[src/rtl/seg_scan_drv.sv]
// Multiplexed 7-segment scanner: DIGITS BCD magnitude digits plus one sign position.
// Define SEG_SCAN_LZB_EN to blank leading zeros of the magnitude (units digit always shown).
module seg_scan_drv #(
    parameter int DIGITS   = 2,
    parameter int PRESCALE = 50000
) (
    input  logic                  clk,
    input  logic                  rst,
    input  logic [4*DIGITS-1:0]   bcd,
    input  logic [3:0]            bcd_sgn,
    input  logic                  load,
    output logic [6:0]            seg,
    output logic [DIGITS:0]       dig_en,
    output logic                  frame_done
);

    localparam int CW = $clog2(PRESCALE);
    localparam int PW = (DIGITS + 1 > 2) ? $clog2(DIGITS + 1) : 1;

    localparam logic [0:0] S_SCAN  = 1'b0;
    localparam logic [0:0] S_BLANK = 1'b1;

    localparam logic [6:0] SEG_OFF = 7'h7F;

    logic [CW-1:0]       cnt;
    logic                tick;
    logic [0:0]          state;
    logic [PW-1:0]       pos;
    logic                pos_last;
    logic [4*DIGITS-1:0] sh_bcd;
    logic [3:0]          sh_sgn;
    logic [3:0]          code;
    logic                lzb;
    logic [6:0]          seg_dec;

    assign tick     = (cnt == CW'(PRESCALE - 1));
    assign pos_last = (pos == PW'(DIGITS));

    function automatic logic [6:0] decode(input logic [3:0] c);
        logic [6:0] s;
        case (c)
            4'd0:    s = 7'h40;
            4'd1:    s = 7'h79;
            4'd2:    s = 7'h24;
            4'd3:    s = 7'h30;
            4'd4:    s = 7'h19;
            4'd5:    s = 7'h12;
            4'd6:    s = 7'h02;
            4'd7:    s = 7'h78;
            4'd8:    s = 7'h00;
            4'd9:    s = 7'h10;
            4'hA:    s = 7'h3F;
            default: s = SEG_OFF;
        endcase
        return s;
    endfunction

    // Prescaler free-runs regardless of FSM state or load
    always_ff @(posedge clk) begin
        if (rst) begin
            cnt <= '0;
        end else if (tick) begin
            cnt <= '0;
        end else begin
            cnt <= cnt + CW'(1);
        end
    end

    always_ff @(posedge clk) begin
        if (rst) begin
            sh_bcd <= '1;
            sh_sgn <= 4'hF;
        end else if (load) begin
            sh_bcd <= bcd;
            sh_sgn <= bcd_sgn;
        end
    end

    always_ff @(posedge clk) begin
        if (rst) begin
            state <= S_SCAN;
            pos   <= '0;
        end else begin
            case (state)
                S_SCAN: begin
                    if (tick) begin
                        state <= S_BLANK;
                    end
                end
                default: begin
                    state <= S_SCAN;
                    pos   <= pos_last ? '0 : pos + PW'(1);
                end
            endcase
        end
    end

    always_comb begin
        code = sh_sgn;
        for (int k = 0; k < DIGITS; k++) begin
            if (pos == PW'(k)) begin
                code = sh_bcd[4*k +: 4];
            end
        end
    end

`ifdef SEG_SCAN_LZB_EN
    logic [DIGITS-1:0] lz_mask;

    // A digit is a leading zero when it and every digit above it are zero
    always_comb begin
        logic zabove;
        zabove  = 1'b1;
        lz_mask = '0;
        for (int k = DIGITS - 1; k >= 1; k--) begin
            zabove     = zabove && (sh_bcd[4*k +: 4] == 4'd0);
            lz_mask[k] = zabove;
        end
    end

    always_comb begin
        lzb = 1'b0;
        for (int k = 1; k < DIGITS; k++) begin
            if (pos == PW'(k)) begin
                lzb = lz_mask[k];
            end
        end
    end
`else
    assign lzb = 1'b0;
`endif

    assign seg_dec = lzb ? SEG_OFF : decode(code);

    always_ff @(posedge clk) begin
        if (rst) begin
            seg        <= SEG_OFF;
            dig_en     <= '1;
            frame_done <= 1'b0;
        end else if (state == S_SCAN) begin
            seg        <= seg_dec;
            dig_en     <= ~((DIGITS+1)'(1) << pos);
            frame_done <= 1'b0;
        end else begin
            seg        <= SEG_OFF;
            dig_en     <= '1;
            frame_done <= pos_last;
        end
    end

endmodule

[config.mk]
export PLATFORM = sky130hd
export DESIGN_NAME = seg_scan_drv
export DESIGN_NICKNAME = d
export VERILOG_FILES = /design/src/rtl/seg_scan_drv.sv
export SDC_FILE = /design/constraint.sdc
export NUM_CORES = 1
export LEC_CHECK = 0
export ABC_AREA = 1
export ABC_CLOCK_PERIOD_IN_PS = 1600
export BUFFER_PORTS_ARGS = -buffer_cell sky130_fd_sc_hd__buf_2
export CORE_MARGIN = 4
export CORE_UTILIZATION = 34
export CTS_BUF_LIST = sky130_fd_sc_hd__clkbuf_4
export DETAILED_ROUTE_END_ITERATION = 10
export MAX_ROUTING_LAYER = met4
export SLEW_MARGIN = 20
export SYNTH_ARGS = -nofsm -noshare
export SYNTH_HDL_FRONTEND = slang
export SYNTH_SLANG_ARGS = --single-unit
[constraint.sdc]
create_clock -name clk -period 1.6 [get_ports clk]
set_input_delay 0.4 -clock clk [delete_from_list [all_inputs] [get_ports clk]]
set_output_delay 0.4 -clock clk [all_outputs]
set_load 0.005 [all_outputs]
==> run_results.csv, run 1 <==
group,metric,value,unit
yosys,ys_ff_latch,42,
clock_tree,clockRootBuffer,"clkbuf_4",
routing,vias,1621,
clock_tree,clk_latency,0.36,ns
clock_tree,cts_resized,0,
clock_tree,numCtsBuffers,5,
yosys,yosys_warnings,0,
final_layout,drive_gt1_frac,0.203,
clock_tree,cts_tree,"yes",
worst_setup_path,path_cells,"nor2_4 > nand2_1 > nand3_4 > inv_1 > ha_1 > inv_1 > nand2_1 > nand2_1 > nand2_1 > nand2_1",
routing,initialDrtViolationCount,83,
power_and_ir_drop,leakage,0.000917,uW
clock_tree,cts_max_path_buffers,2,
yosys,synth_nets,265,
sta,clock_skew,0.0212,ns
clock_tree,cts_htree_levels,2,
grt,antenna_found_initial,0,
worst_setup_path,cp_num_buf_inv,2,
yosys,seq_area_frac_synth,0.452,
worst_setup_path,cp_common_cell,"nand2_1",
grt,use_met2,0.181,
die,dieArea,6720,um^2
routing,post_drt_wl_per_cell,10.5,um
placed_design,dpl.hpwl,2770,um
final_layout,final_nets,297,
sta,layout_min_cycle_time,1.44,ns
worst_setup_path,critPathMaxStageDelay,0.41,ns
grt,grt_use_met1,0.167,
clock_tree,postCtsSetupBuffers,0,
yosys,synthCells,248,
sta,tightestPinTransition,0.259,ns
worst_setup_path,crit_slowest_cell,"dfxtp_2",
grt,grt_max_degree,19,
grt,gr-usage-all-layers,0.127,
die,die_w,82,um
placed_design,place_congestion,0.874,
die,num_rows,26,
worst_hold_path,hold_path.class,"primary input to register",
sta,setup_tns,0,ns
die,ios,26,
sta,timing.fmax,694,MHz
die,die_y,82,um
sta,relSlewSlack,0.826,
grt,grt_pass1_vias,1465,
grt,grtUsageMet3,0.0318,
clock_tree,clkSinkCount,42,
final_layout,antennaDiodeCount,0,
grt,overflow,0,
power_and_ir_drop,finalPower,1960,uW
worst_setup_path,end_kind,"register",
power_and_ir_drop,power_density,902,nW/um^2
die,start_util,0.358,
worst_setup_path,crit_arrival,1.69,ns
yosys,syn_avg_cell_area,7.51,um^2
worst_setup_path,worstSetupPathType,"register to register",
job,max_cap_violations,0,
routing,drc,0,
routing,drtPass1Iterations,6,
yosys,syn_area,1860,um^2
routing,wl,3700,um
grt,busiest_layer,"met2",
worst_setup_path,crit_path_start_kind,"register",
yosys,synth_edf_count,0,
clock_tree,clkTransAtPathRegs,0.13,ns
sta,rsz0062_at_grt,"false",
placed_design,port_buffers,25,
final_layout,fillerInstances,531,
clock_tree,postCtsHoldBufs,0,
final_layout,syn_to_final_growth,16.7,%
yosys,async_reset_ff_frac,0,
worst_setup_path,worstPathRequired,1.85,ns
routing,ant_nets,0,
worst_setup_path,cp_max_fo,8,
grt,grt_pass1_wl,6440,um
yosys,synth_flop_cell,"dfxtp_1",
power_and_ir_drop,ir_drop,0.000299,V
sta,setup_viol,0,
sta,hold_violations,0,
routing,vias_per_cell,4.62,
worst_setup_path,critPathTopFamily,"simple AND/OR/NAND/NOR gates",
outcome,status,"finished, final reports clean",
die,design.core.area,5200,um^2
sta,drv_slew,0,
yosys,yosysUniqueCellTypes,25,
sta,fin_crit_sh,0.900,
area by class of cell:
| class | instances | area [um^2] | area share |
|---|---|---|---|
| well taps | 70 | 87.6 | 0.0403 |
| flip-flops and latches | 42 | 843 | 0.388 |
| multi-input cells | 169 | 876 | 0.403 |
| clock buffers | 6 | 45.0 | 0.0207 |
| clock inverters | 2 | 37.5 | 0.0173 |
| repair buffers | 30 | 163 | 0.0749 |
| inverters | 32 | 120 | 0.0553 |
layout by cell type, fill, tap and decap left out, types with 6 or more instances in the layout:
| cell type | netlist | routed |
|---|---|---|
| nor2_1 | 19 | 19 |
| buf_2 | 0 | 25 |
| a21oi_1 | 13 | 13 |
| nand2_1 | 65 | 65 |
| inv_1 | 31 | 31 |
| o21ai_0 | 11 | 11 |
| nand3_1 | 23 | 23 |
| clkbuf_4 | 0 | 6 |
| nor3_1 | 7 | 7 |
| dfxtp_1 | 42 | 40 |
through the flow:
stage / setup WS, ns / utilization / hold slack [ns] / std cells / cell area (um^2)
6_report: 0.159 / 0.417 / 0.239 / 351 / 2170
3_5_place_dp: 0.0927 / 0.400 / 0.438 / 343 / 2080
5_1_grt: 0.0269 / 0.417 / 0.234 / 351 / 2170
2_1_floorplan: 0.174 / - / 0.417 / 248 / 1860
4_1_cts: 0.0611 / 0.416 / 0.229 / 351 / 2160
3_3_place_gp: 0.139 / 0.400 / 0.434 / 343 / 2080
synthesized netlist by cell type, types with 2 or more instances:
| master | number | area [um^2] |
|---|---|---|
| nor2_2 | 4 | 25.0 |
| inv_1 | 31 | 116 |
| nor2_1 | 19 | 71.3 |
| nand2_1 | 65 | 244 |
| nand4_1 | 5 | 31.3 |
| nor2_4 | 2 | 22.5 |
| a21oi_1 | 13 | 65.1 |
| o21ai_2 | 2 | 17.5 |
| o21ai_0 | 11 | 55.1 |
| clkbuf_1 | 3 | 11.3 |
| ha_1 | 2 | 25.0 |
| xor2_1 | 4 | 35.0 |
| nand3_4 | 3 | 52.6 |
| nand3_1 | 23 | 115 |
| nand3b_1 | 2 | 15.0 |
| nor3_1 | 7 | 35.0 |
| nand2_2 | 3 | 18.8 |
| dfxtp_1 | 42 | 841 |
cells by family after synthesis:
logic type | synth area share
simple gates | 0.348
buf+inv | 0.0806
xor+xnor | 0.0235
flops | 0.452
compound gates | 0.0827
fa+ha+maj | 0.0134
worst register-to-register path: stages, from the launching register on:
cell and delay (ns):
dfxtp_2 0.41, nor2_4 0.16, nand2_1 0.11, nand3_4 0.08
inv_1 0.06, ha_1 0.27, inv_1 0.05, nand2_1 0.06
nand2_1 0.05, nand2_1 0.05, nand2_1 0.04
per-layer routing:
metal | vias to the layer above | wire [um]
met4 | 0 | 60
li1 | 857 | -
met2 | 30 | 1570
met5 | - | 0
met3 | 7 | 182
met1 | 727 | 1880
registers in the layout (all words and copies together), names as in the netlist:
register	flops
sh_bcd	8
state	1
pos	2
frame_done	1
dig_en	3
sh_sgn	4
cnt	16
seg	7
power by group:
group	internal, uW	switching, uW
Combinational	69.2	99.0
Clock	347	347
Sequential	1080	13.7
path summary, 6_finish.rpt:
path | start | end | slack (ns) | cells after the start
worst max register to register | pos[1]$_SDFFE_PP0P_ | seg[3]$_SDFF_PP1_ | 0.16 | 10
worst min register to register | cnt[0]$_SDFF_PP0_ | cnt[0]$_SDFF_PP0_ | 0.46 | 1
worst min-delay path | bcd_sgn[0] | sh_sgn[0]$_SDFFE_PP1P_ | 0.24 | 3
worst max-delay path | pos[1]$_SDFFE_PP0P_ | seg[3]$_SDFF_PP1_ | 0.16 | 10
Power figures use the tool's default switching activity.
==> inputs of run 2 (changes only) <==
--- a/config.mk
+++ b/config.mk
@@ -6,7 +6,7 @@
 export NUM_CORES = 1
 export LEC_CHECK = 0
 export ABC_AREA = 1
-export ABC_CLOCK_PERIOD_IN_PS = 1600
+export ABC_CLOCK_PERIOD_IN_PS = 1650
 export BUFFER_PORTS_ARGS = -buffer_cell sky130_fd_sc_hd__buf_2
 export CORE_MARGIN = 4
 export CORE_UTILIZATION = 34
==> constraint.sdc (replaced) <==
create_clock -name clk -period 1.65 [get_ports clk]
set_input_delay 0.4125 -clock clk [delete_from_list [all_inputs] [get_ports clk]]
set_output_delay 0.4125 -clock clk [all_outputs]
set_load 0.005 [all_outputs]
==> run 2 against run 1 <==
Net effect: non-clock buffer count shrank 3; clock power shrank 32%; sequential power is essentially flat; register-to-register slack gained 0.02 ns; worst hold slack gained 0.035 ns; critical path type unchanged; largest cell class unchanged.
==> run_results.csv, run 2 (same netlist as run 1, synthesis figures left out) <==
group,metric,value,unit
power_and_ir_drop,p_sw,430,uW
grt,antenna_found_initial,0,
worst_setup_path,end_kind,"register",
placed_design,placed_cells,340,
worst_setup_path,worstPathRequired,1.90,ns
clock_tree,cts_htree_levels,2,
die,dieArea,6720,um^2
final_layout,reg.largest.list,"cnt: 16 flops, sh_bcd: 8 flops, seg: 7 flops",
final_layout,final_cell_mix,"nand2_1, dfxtp_1, inv_1, buf_2, nand3_1",
sta,rsz0062_at_grt,"false",
outcome,status,"finished, final reports clean",
clock_tree,clockRootBuffer,"clkbuf_4",
sta,relSlewSlack,0.816,
power_and_ir_drop,power_density,804,nW/um^2
routing,vias,1563,
clock_tree,postCtsSetupBuffers,0,
placed_design,dpl.hpwl,2760,um
final_layout,final_nets,294,
die,die_w,82,um
placed_design,place_congestion,0.837,
clock_tree,numCtsBuffers,5,
grt,gr-usage-all-layers,0.120,
final_layout,drive_gt1_frac,0.191,
sta,setup_tns,0,ns
power_and_ir_drop,intPower,1270,uW
worst_setup_path,path_cells,"nor2_4 > nand2_1 > nand3_4 > inv_1 > ha_1 > inv_1 > nand2_1 > nand2_1 > nand2_1 > nand2_1",
job,max_cap_violations,0,
sta,timing.fmax,681,MHz
sta,clock_skew,0.0146,ns
final_layout,top_register,"cnt",
grt,overflow,0,
final_layout,fin_util,0.406,
placed_design,place_ws,0.0975,ns
worst_setup_path,crit_slowest_cell,"dfxtp_2",
clock_tree,cts_max_path_buffers,2,
sta,holdWs,0.274,ns
routing,drtPass1Iterations,4,
routing,drc,0,
routing,wl,3610,um
worst_setup_path,cp_common_cell,"nand2_1",
sta,tightestPinTransition,0.277,ns
grt,grt_pass1_vias,1381,
clock_tree,clkTransAtPathRegs,0.13,ns
sta,fin_crit_sh,0.890,
sta,hold_violations,0,
die,num_rows,26,
final_layout,final_common_cell,"nand2_1",
die,die_y,82,um
worst_setup_path,worstSetupPathType,"register to register",
sta,drv_slew,0,
power_and_ir_drop,seqPwrFrac,0.626,
final_layout,largest_reg_flops,16,
final_layout,syn_to_final_growth,13.6,%
power_and_ir_drop,leakage,0.000891,uW
sta,layout_min_cycle_time,1.47,ns
routing,vias_per_cell,4.50,
worst_setup_path,crit_path_start_kind,"register",
power_and_ir_drop,ir_drop,0.000309,V
grt,grt_max_degree,19,
sta,setup_viol,0,
power_and_ir_drop,pwr-share-clk,0.280,
power_and_ir_drop,swShare,0.253,
final_layout,fillerInstances,575,
routing,initialDrtViolationCount,117,
clock_tree,cts_tree,"yes",
routing,post_drt_wl_per_cell,10.4,um
final_layout,stdcell_count,347,
placed_design,port_buffers,25,
worst_setup_path,cp_max_fo,8,
worst_setup_path,critPathMaxStageDelay,0.40,ns
worst_hold_path,hold_path.class,"primary input to register",
clock_tree,clk_latency,0.34,ns
clock_tree,clkSinkCount,42,
sta,final.setup.worst_slack,0.181,ns
die,design.core.area,5200,um^2
die,ios,26,
routing,ant_nets,0,
worst_setup_path,crit_arrival,1.71,ns
die,start_util,0.358,
grt,grt_pass1_wl,6090,um
final_layout,antennaDiodeCount,0,
power_and_ir_drop,power_frac_comb,0.094,
-- run 2: changes by cell type in the layout (fill, tap and decap cells not counted) --
cell        previous run  this run
clkinv_2               0         2
clkinvlp_4             1         0
buf_4                  5         2
bufinv_16              1         0
clkbuf_4               6         5
-- run 2: layout make-up --
type / count / area, um^2 / share of cell area
multi-input cells: 169 / 876 / 0.414
flip-flops and latches: 42 / 843 / 0.399
well taps: 70 / 87.6 / 0.0414
inverters: 32 / 120 / 0.0568
clock buffers: 5 / 37.5 / 0.0178
clock inverters: 2 / 10.0 / 0.00473
repair buffers: 27 / 140 / 0.0663
-- run 2: repair_timing --
item,CTS,global route
hold buffers,0,0
resized for setup,0,3
endpoints found under the setup margin,0,4
-- run 2: worst paths after layout --
kind	from	end	slack, ns	depth (start not counted)
worst max-delay path	pos[1]$_SDFFE_PP0P_	seg[3]$_SDFF_PP1_	0.18	10
worst min-delay path	bcd_sgn[0]	sh_sgn[0]$_SDFFE_PP1P_	0.27	3
worst max register to register	pos[1]$_SDFFE_PP0P_	seg[3]$_SDFF_PP1_	0.18	10
worst min register to register	cnt[0]$_SDFF_PP0_	cnt[0]$_SDFF_PP0_	0.46	1
-- run 2: through the flow --
stage               power [uW]  cell area [um^2]
global placement          1250              2060
CTS                       1730              2110
finish                    1700              2110
detailed placement        1250              2060
global route              1810              2110
floorplan                 1200              1860
-- run 2: routing by layer --
metal	vias to the layer above	wire length (um)	track usage
li1	850	-	-
met1	684	1900	0.163
met2	25	1510	0.170
met3	4	159	0.0296
met4	0	38	0.0498
met5	-	0	-
-- run 2: power groups by stage --
stage | Sequential, uW | Clock, uW | Combinational, uW
6_report | 1070 | 475 | 160
4_1_cts | 1070 | 507 | 162
3_5_place_dp | 1090 | 0 | 161
5_1_grt | 1070 | 550 | 187
3_3_place_gp | 1090 | 0 | 160
2_1_floorplan | 1090 | 0 | 109
-- run 2: worst max-delay path: cells and delay by family, from the launching register on --
kind,cells,cell delay (ns)
simple gates,7,0.59
flops,1,0.40
fa+ha+maj,1,0.27
buf+inv,2,0.12
==> inputs of run 3 (changes only) <==
--- a/config.mk
+++ b/config.mk
@@ -7,11 +7,11 @@
 export LEC_CHECK = 0
 export ABC_AREA = 1
 export ABC_CLOCK_PERIOD_IN_PS = 1650
-export BUFFER_PORTS_ARGS = -buffer_cell sky130_fd_sc_hd__buf_2
 export CORE_MARGIN = 4
 export CORE_UTILIZATION = 34
 export CTS_BUF_LIST = sky130_fd_sc_hd__clkbuf_4
 export DETAILED_ROUTE_END_ITERATION = 10
+export DONT_BUFFER_PORTS = 1
 export MAX_ROUTING_LAYER = met4
 export SLEW_MARGIN = 20
 export SYNTH_ARGS = -nofsm -noshare
==> run 3 against run 2 <==
Net effect: clock-buffer cell count rose by 1; highest routed layer unchanged; worst hold slack got worse by 0.12 ns; via count fell by 3.3%; sequential share of layout area is 1.9 points higher.
==> run_results.csv, run 3 (same netlist as run 1, synthesis figures left out) <==
group,metric,value,unit
outcome,status,"finished, final reports clean",
final_layout,multi_input_comb_area,871,um^2
routing,ant_nets,0,
final_layout,final_cell_mix,"nand2_1, dfxtp_1, inv_1, nand3_1, nor2_1",
routing,drtPass1Iterations,4,
clock_tree,cts_tree,"yes",
worst_setup_path,worstSetupPathType,"register to register",
sta,setup_tns,0,ns
worst_setup_path,crit_arrival,1.72,ns
power_and_ir_drop,seqPwrFrac,0.627,
sta,relSlewSlack,0.791,
sta,fin_crit_sh,0.894,
worst_hold_path,hold_path.class,"primary input to register",
final_layout,largest_reg_flops,16,
die,ios,26,
sta,tightestPinTransition,0.312,ns
grt,grt_pass1_wl,6190,um
power_and_ir_drop,ir_drop,0.000286,V
worst_setup_path,worstPathRequired,1.90,ns
routing,post_drt_wl_per_cell,11.0,um
power_and_ir_drop,leakage,0.000822,uW
grt,gr-usage-all-layers,0.123,
sta,layout_min_cycle_time,1.48,ns
placed_design,place_area,1940,um^2
final_layout,final_nets,272,
sta,timing.fmax,678,MHz
placed_design,place_ws,0.0832,ns
final_layout,syn_to_final_growth,8.40,%
routing,initialDrtViolationCount,94,
grt,antenna_found_initial,0,
final_layout,top_register,"cnt",
clock_tree,clk_latency,0.35,ns
final_layout,fillerInstances,576,
grt,busiest_layer,"met1",
grt,grt_pass1_vias,1403,
routing,wl,3580,um
job,max_cap_violations,0,
power_and_ir_drop,power_frac_comb,0.073,
die,design.core.area,5200,um^2
final_layout,antennaDiodeCount,0,
worst_setup_path,end_kind,"register",
clock_tree,numCtsBuffers,5,
sta,rsz0062_at_grt,"false",
final_layout,drive_gt1_frac,0.125,
power_and_ir_drop,swShare,0.248,
sta,drv_slew,0,
die,die_y,82,um
sta,setup_viol,0,
final_layout,ff_latch_area,843,um^2
grt,grt_use_met1,0.167,
sta,final.setup.worst_slack,0.174,ns
placed_design,dpl.hpwl,2740,um
routing,vias,1512,
clock_tree,clkTransAtPathRegs,0.12,ns
grt,grtUsageMet3,0.0362,
routing,drc,0,
die,dieArea,6720,um^2
routing,vias_per_cell,4.64,
worst_setup_path,crit_path_start_kind,"register",
die,die_w,82,um
final_layout,final_common_cell,"nand2_1",
placed_design,place_congestion,0.872,
power_and_ir_drop,p_sw,422,uW
power_and_ir_drop,pwr-share-clk,0.300,
worst_setup_path,cp_max_fo,6,
grt,overflow,0,
clock_tree,clockRootBuffer,"clkbuf_4",
clock_tree,cts_max_path_buffers,2,
die,start_util,0.358,
sta,hold_violations,0,
final_layout,fin_area,2020,um^2
grt,grt_max_degree,19,
sta,clock_skew,0.0126,ns
clock_tree,postCtsHoldBufs,0,
placed_design,port_buffers,0,
power_and_ir_drop,power_density,844,nW/um^2
clock_tree,clkSinkCount,42,
grt,use_met2,0.164,
power_and_ir_drop,intPower,1280,uW
final_layout,reg.largest.list,"cnt: 16 flops, sh_bcd: 8 flops, seg: 7 flops",
die,num_rows,26,
clock_tree,cts_htree_levels,2,
## run 3: cell count changes in the layout (fill, tap and decap cells not counted), sizes merged
cell    change
buf        -22
clkbuf      +1
## run 3: area by class of cell
cell class	instances	share of cell area
clock buffer	6	0.0223
timing repair buffer	5	0.0186
inverter	32	0.0595
sequential	42	0.418
clock inverter	2	0.00682
multi-input combinational	169	0.431
tap	70	0.0434
## run 3: worst paths after layout
kind                                  to  slack, ns                 from  depth (start not counted)
setup / recovery       seg[3]$_SDFF_PP1_       0.17  pos[0]$_SDFFE_PP0P_                         11
hold / removal    sh_sgn[2]$_SDFFE_PP1P_       0.15                 load                          1
setup reg to reg       seg[3]$_SDFF_PP1_       0.17  pos[0]$_SDFFE_PP0P_                         11
hold reg to reg        cnt[0]$_SDFF_PP0_       0.45    cnt[0]$_SDFF_PP0_                          1
## run 3: per-layer routing
metal | share of wire | wire, um
met4 | 0.017 | 59
met2 | 0.41 | 1450
met3 | 0.053 | 191
met1 | 0.52 | 1870
met5 | 0 | 0
## run 3: what timing repair did
item	4_1_cts	5_1_grt
gates resized for setup	0	2
setup endpoints to repair	0	3
buffers inserted	0	2
## run 3: worst max-delay path: stages, from the launching register on
cell     delay, ns
dfxtp_2       0.41
inv_2         0.07
nor2_4        0.12
nand2_2       0.08
nand3_4       0.10
inv_1         0.07
ha_1          0.27
inv_1         0.05
nand2_1       0.06
nand2_1       0.05
nand2_1       0.05
nand2_1       0.04
## run 3: power groups by stage
stage | Clock (uW) | Sequential [uW] | Combinational, uW
2_1_floorplan | 0 | 1090 | 109
3_3_place_gp | 0 | 1090 | 125
3_5_place_dp | 0 | 1090 | 126
4_1_cts | 549 | 1070 | 127
5_1_grt | 589 | 1070 | 147
6_report | 511 | 1070 | 124
## run 3: stage by stage
stage / util / hold slack (ns) / instances / total power, uW
6_report: 0.388 / 0.154 / 326 / 1700
5_1_grt: 0.388 / 0.128 / 326 / 1810
4_1_cts: 0.384 / 0.133 / 324 / 1750
3_5_place_dp: 0.373 / 0.441 / 316 / 1220
3_3_place_gp: 0.373 / 0.431 / 316 / 1220
2_1_floorplan: - / 0.417 / 248 / 1200
